**src/rtl/serial_sub8_if.sv**
```systemverilog
// Start/busy/done handshake and operand/result bus for the bit-serial subtractor.
interface serial_sub8_if #(parameter int WIDTH = 8);
  logic             start;
  logic [WIDTH-1:0] A;
  logic [WIDTH-1:0] B;
  logic             BorrowIn;
  logic             busy;
  logic             done;
  logic [WIDTH-1:0] Diff;
  logic             BorrowOut;

  modport master (output start, A, B, BorrowIn, input busy, done, Diff, BorrowOut);
  modport slave  (input start, A, B, BorrowIn, output busy, done, Diff, BorrowOut);
endinterface

```
**src/rtl/serial_sub8.sv**
```systemverilog
// Bit-serial subtractor: Diff = A - B - BorrowIn, LSB first, one bit per clock.
// Results land in Diff/BorrowOut only on completion and hold until the next op or reset.
module serial_sub8 #(
  parameter int WIDTH = 8
) (
  input  logic        clk,
  input  logic        reset,
  serial_sub8_if.slave bus
);
  localparam int CW = $clog2(WIDTH);
  localparam logic [CW-1:0] LAST = CW'(WIDTH - 1);

  localparam logic [1:0] IDLE  = 2'd0;
  localparam logic [1:0] SHIFT = 2'd1;
  localparam logic [1:0] DONE  = 2'd2;

  logic [1:0]       state;
  logic [WIDTH-1:0] a_sr, b_sr, res, diff_q;
  logic             br, bo_q;
  logic [CW-1:0]    cnt;
  logic             d, br_nxt;

  // one full-subtractor cell on the current LSBs
  always_comb begin
    d      = a_sr[0] ^ b_sr[0] ^ br;
    br_nxt = (~a_sr[0] & b_sr[0]) | (~(a_sr[0] ^ b_sr[0]) & br);
  end

  always_ff @(posedge clk) begin
    if (reset) begin
      state  <= IDLE;
      a_sr   <= '0;
      b_sr   <= '0;
      res    <= '0;
      br     <= 1'b0;
      cnt    <= '0;
      diff_q <= '0;
      bo_q   <= 1'b0;
    end else begin
      case (state)
        IDLE, DONE: begin
          // DONE accepts a new start just like IDLE, so ops can run back-to-back
          if (bus.start) begin
            a_sr  <= bus.A;
            b_sr  <= bus.B;
            br    <= bus.BorrowIn;
            res   <= '0;
            cnt   <= '0;
            state <= SHIFT;
          end else begin
            state <= IDLE;
          end
        end
        SHIFT: begin
          res  <= {d, res[WIDTH-1:1]};
          a_sr <= a_sr >> 1;
          b_sr <= b_sr >> 1;
          br   <= br_nxt;
          cnt  <= cnt + 1'b1;
          if (cnt == LAST) begin
            diff_q <= {d, res[WIDTH-1:1]};
            bo_q   <= br_nxt;
            state  <= DONE;
          end
        end
        default: state <= IDLE;
      endcase
    end
  end

  assign bus.busy      = (state == SHIFT);
  assign bus.done      = (state == DONE);
  assign bus.Diff      = diff_q;
  assign bus.BorrowOut = bo_q;
endmodule

```
**src/flat_wrapper.sv**
```systemverilog
// flat-port wrapper written by rule: the top's interface ports become plain ports
module serial_sub8_flat 
#(
  parameter int WIDTH = 8
)
  (clk, reset, bus_start, bus_A, bus_B, bus_BorrowIn, bus_busy, bus_done, bus_Diff, bus_BorrowOut);
  serial_sub8_if #(.WIDTH(WIDTH)) bus_i ();
  input  logic clk;
  input  logic reset;
  input wire logic [$bits(bus_i.start)-1:0] bus_start;
  input wire logic [$bits(bus_i.A)-1:0] bus_A;
  input wire logic [$bits(bus_i.B)-1:0] bus_B;
  input wire logic [$bits(bus_i.BorrowIn)-1:0] bus_BorrowIn;
  output wire logic [$bits(bus_i.busy)-1:0] bus_busy;
  output wire logic [$bits(bus_i.done)-1:0] bus_done;
  output wire logic [$bits(bus_i.Diff)-1:0] bus_Diff;
  output wire logic [$bits(bus_i.BorrowOut)-1:0] bus_BorrowOut;
  assign bus_i.start = bus_start;
  assign bus_i.A = bus_A;
  assign bus_i.B = bus_B;
  assign bus_i.BorrowIn = bus_BorrowIn;
  assign bus_busy = bus_i.busy;
  assign bus_done = bus_i.done;
  assign bus_Diff = bus_i.Diff;
  assign bus_BorrowOut = bus_i.BorrowOut;
  serial_sub8 #(.WIDTH(WIDTH)) u_core (.clk(clk), .reset(reset), .bus(bus_i));
endmodule
```
**config.mk**
```make
export PLATFORM = sky130hd
export DESIGN_NAME = serial_sub8_flat
export DESIGN_NICKNAME = d
export VERILOG_FILES = /design/src/rtl/serial_sub8_if.sv /design/src/rtl/serial_sub8.sv /design/src/flat_wrapper.sv
export SDC_FILE = /design/constraint.sdc
export NUM_CORES = 1
export LEC_CHECK = 0
export BUFFER_PORTS_ARGS = -buffer_cell sky130_fd_sc_hd__buf_4
export CORE_ASPECT_RATIO = 2
export CORE_MARGIN = 10
export CORE_UTILIZATION = 40
export CTS_CLUSTER_SIZE = 12
export DETAILED_ROUTE_END_ITERATION = 16
export PLACE_DENSITY = 0.64
export SYNTH_ARGS = -nofsm -noshare
export SYNTH_HDL_FRONTEND = slang
export SYNTH_SLANG_ARGS = --single-unit
```
**constraint.sdc**
```tcl
create_clock -name clk -period 1.5 [get_ports clk]
set_input_delay 0.225 -clock clk [delete_from_list [all_inputs] [get_ports clk]]
set_output_delay 0.225 -clock clk [all_outputs]
set_load 0.05 [all_outputs]
```
==> results.sh <==
export IMPL_vias_per_cell=5.01
export IMPL_cts_max_path_buffers=2
export IMPL_mappedNetlistArea_mm2=0.00161
export IMPL_root_buffer="clkbuf_8"
export IMPL_chipHeight_um=110
export IMPL_clkSinkCount=38
export IMPL_cts_resized=0
export IMPL_netlist_area_leader_share_pct=47.2
export IMPL_dr_pass1_iters=4
export IMPL_routed_wirelength_um=3300
export IMPL_pwr_share_seq_pct=53.3
export IMPL_grt_pass1_wl_um=5640
export IMPL_synth_area_per_cell_um2=8.48
export IMPL_ys_seq_area_share_pct=47.2
export IMPL_postCtsSetupBuffers=0
export IMPL_initial_core_util_pct=41.5
export IMPL_synth_edff_count=0
export IMPL_drt_iter0_drc=34
export IMPL_finalCritPeriodShare_pct=94.0
export IMPL_netSwitchingPower_uw=535
export IMPL_synth_common_cells="nand2_1, dfxtp_1, a21oi_1, nand3_1, nor2_1"
export IMPL_fmax_ghz=0.709
export IMPL_final_instance_count_excl_fill=268
export IMPL_cts_hold_buf=0
export IMPL_tightest_slew_ps=427
export IMPL_place_area_mm2=0.00185
export IMPL_grt_usage_pct=9.86
export IMPL_slew_limit_headroom_pct=71.6
export IMPL_fill_cells=403
export IMPL_area_growth_syn_to_layout_pct=20.1
export IMPL_min_period_ps=1410
export IMPL_synthTopCellsByArea="dfxtp_1, nand2_1, a21oi_1"
export IMPL_stdcell_area_mm2=0.00194
export IMPL_pin_count=31
export IMPL_finalSetupTns_ps=0
export IMPL_swShare_pct=26.2
export IMPL_dpl_hpwl_um=2270
export IMPL_p_leak_uw=0.000749
export IMPL_cts_tree="built"
export IMPL_yosysTopAreaCell="dfxtp_1"
export IMPL_slew_violations=0
export IMPL_peakVddDrop_uv=686
export IMPL_status="finished clean"
export IMPL_multi_input_area_um2=731
export IMPL_rsz0062_at_grt="no"
export IMPL_grt_pass1_vias=1274
export IMPL_hp_class="primary input to register"
export IMPL_setup_worst_path_class="register to output pin"
export IMPL_routed_via_count=1343
export IMPL_netlist_instances=190
export IMPL_fin_util_pct=49.8
export IMPL_yosys_cell_types_count=22
export IMPL_ys_flop_type="dfxtp_1"
export IMPL_clockPowerShare_pct=33.2
export IMPL_crit_arrival_ps=1190
export IMPL_wl_per_cell_um=12.3
export IMPL_maxCapViolCount=0
export IMPL_core_area_mm2=0.00388
export IMPL_dieArea_mm2=0.00712
export IMPL_yosys_register_bits=38
export IMPL_placed_cells=260
export IMPL_yosysWarnings=0
export IMPL_critPathMaxFanout=7
export IMPL_grt_ovfl_total=0
export IMPL_gp_congestion=0.731
export IMPL_critPathLaunchType="register"
export IMPL_endpoint_kind="output pin"
export IMPL_layout_nets=239
export IMPL_drive_gt1_share_pct=24.0
export IMPL_p_comb_share_pct=13.5
export IMPL_cell_internal_pwr_uw=1510
export IMPL_setup_violations_final=0
export IMPL_worst_hold_slack_ps=187
export IMPL_powerDensity_mw_per_mm2=1050
export IMPL_numCtsBuffers=5
export IMPL_skew_ps=8.58
export IMPL_antenna_found_initial=0
export IMPL_syn_nets=213
export IMPL_cts_clk_slew_worst_paths_ps=80
export IMPL_n_antenna_cell=0
export IMPL_worst_ep_required_time_ps=1270
export IMPL_portBuffers=30
export IMPL_final_hold_viol_count=0
export IMPL_grt_max_degree=39
export IMPL_ctsHtreeMaxLevel=2
export IMPL_seq_area_um2=761
export IMPL_die_w_um=64.9
export IMPL_clkLatencyLatePin_ps=280
export IMPL_antenna_left=0
export IMPL_yosysMostFrequentCell="nand2_1"
export IMPL_rows=32
export IMPL_ys_async_sr_fraction_pct=0
export IMPL_drc=0
-- logic make-up after synthesis --
group,Yosys count,share of synthesized area [%]
DFF,38,47.2
AOI/OAI and AO/OA,39,18.9
buffers and inverters,20,7.45
and+or+nand+nor,90,23.6
adders and majority gates,3,2.79
-- power by group through the flow --
| stage | sequential (µW) | clock (µW) | combinational, µW |
|---|---|---|---|
| 5_1_grt | 1100 | 745 | 311 |
| 6_report | 1090 | 677 | 276 |
| 3_5_place_dp | 1110 | 0 | 279 |
| 3_3_place_gp | 1110 | 0 | 277 |
| 4_1_cts | 1090 | 701 | 281 |
| 2_1_floorplan | 1100 | 0 | 213 |
-- per-layer routing --
metal	wire [µm]	share of wire (%)	GRT usage [%]	vias to the layer above
li1	-	-	-	698
met1	1380	42	10.1	616
met2	1690	51	16.9	25
met3	150	4.6	2.96	4
met4	75	2.3	6.46	0
met5	0	0	0	-
-- registers in the layout (all words and copies together) (netlist names) --
register              cells
u_core.b_sr               8
u_core.br                 1
u_core.state              2
u_core.res                7
u_core.bus.BorrowOut      1
u_core.bus.Diff           8
u_core.cnt                3
u_core.a_sr               8
-- cell usage in the layout (no fill, tap or decap) --
cell / n
nand2b_1: 3
nor2_1: 16
buf_4: 35
clkbuf_8: 5
buf_12: 1
nand3b_1: 1
a21oi_1: 21
clkinv_2: 1
ha_1: 2
inv_2: 1
clkbuf_1: 1
nand3_1: 21
nor2b_1: 2
a311oi_2: 7
a2bb2oi_1: 1
a21oi_2: 1
a311oi_1: 8
inv_1: 2
clkinv_4: 1
fa_1: 1
o21a_1: 1
dfxtp_1: 38
nand2_1: 47
-- final cells by class --
type                            count  share of cell area [%]
Clock inverter                      2                   0.711
Tap cell                           51                    3.30
Multi-Input combinational cell    132                    37.8
Sequential cell                    38                    39.3
Inverter                            3                   0.582
Clock buffer                        6                    3.75
Timing Repair Buffer               36                    14.6
-- final timing paths --
| path | startpoint | endpoint | slack (ps) | cells after the start |
|---|---|---|---|---|
| worst max-delay path | u_core.state[0] | bus_busy | 90 | 3 |
| worst min-delay path | bus_B[7] | u_core.b_sr[7] | 190 | 3 |
| worst max register to register | u_core.cnt[0] | u_core.bus.Diff[1] | 230 | 5 |
| worst min register to register | u_core.bus.Diff[7] | u_core.bus.Diff[7] | 460 | 2 |
-- critical path: stages, from the launching register on --
cell,delay [ps]
dfxtp_1,410
nand2b_1,130
inv_2,140
buf_4,220
-- per-stage QoR --
stage          worst slack (ps)  total power, µW
6_report                   89.8             2040
3_3_place_gp                259             1390
5_1_grt                    20.0             2150
2_1_floorplan               249             1320
3_5_place_dp                234             1390
4_1_cts                    70.1             2070
No activity file was read; power rests on OpenSTA's default activity.
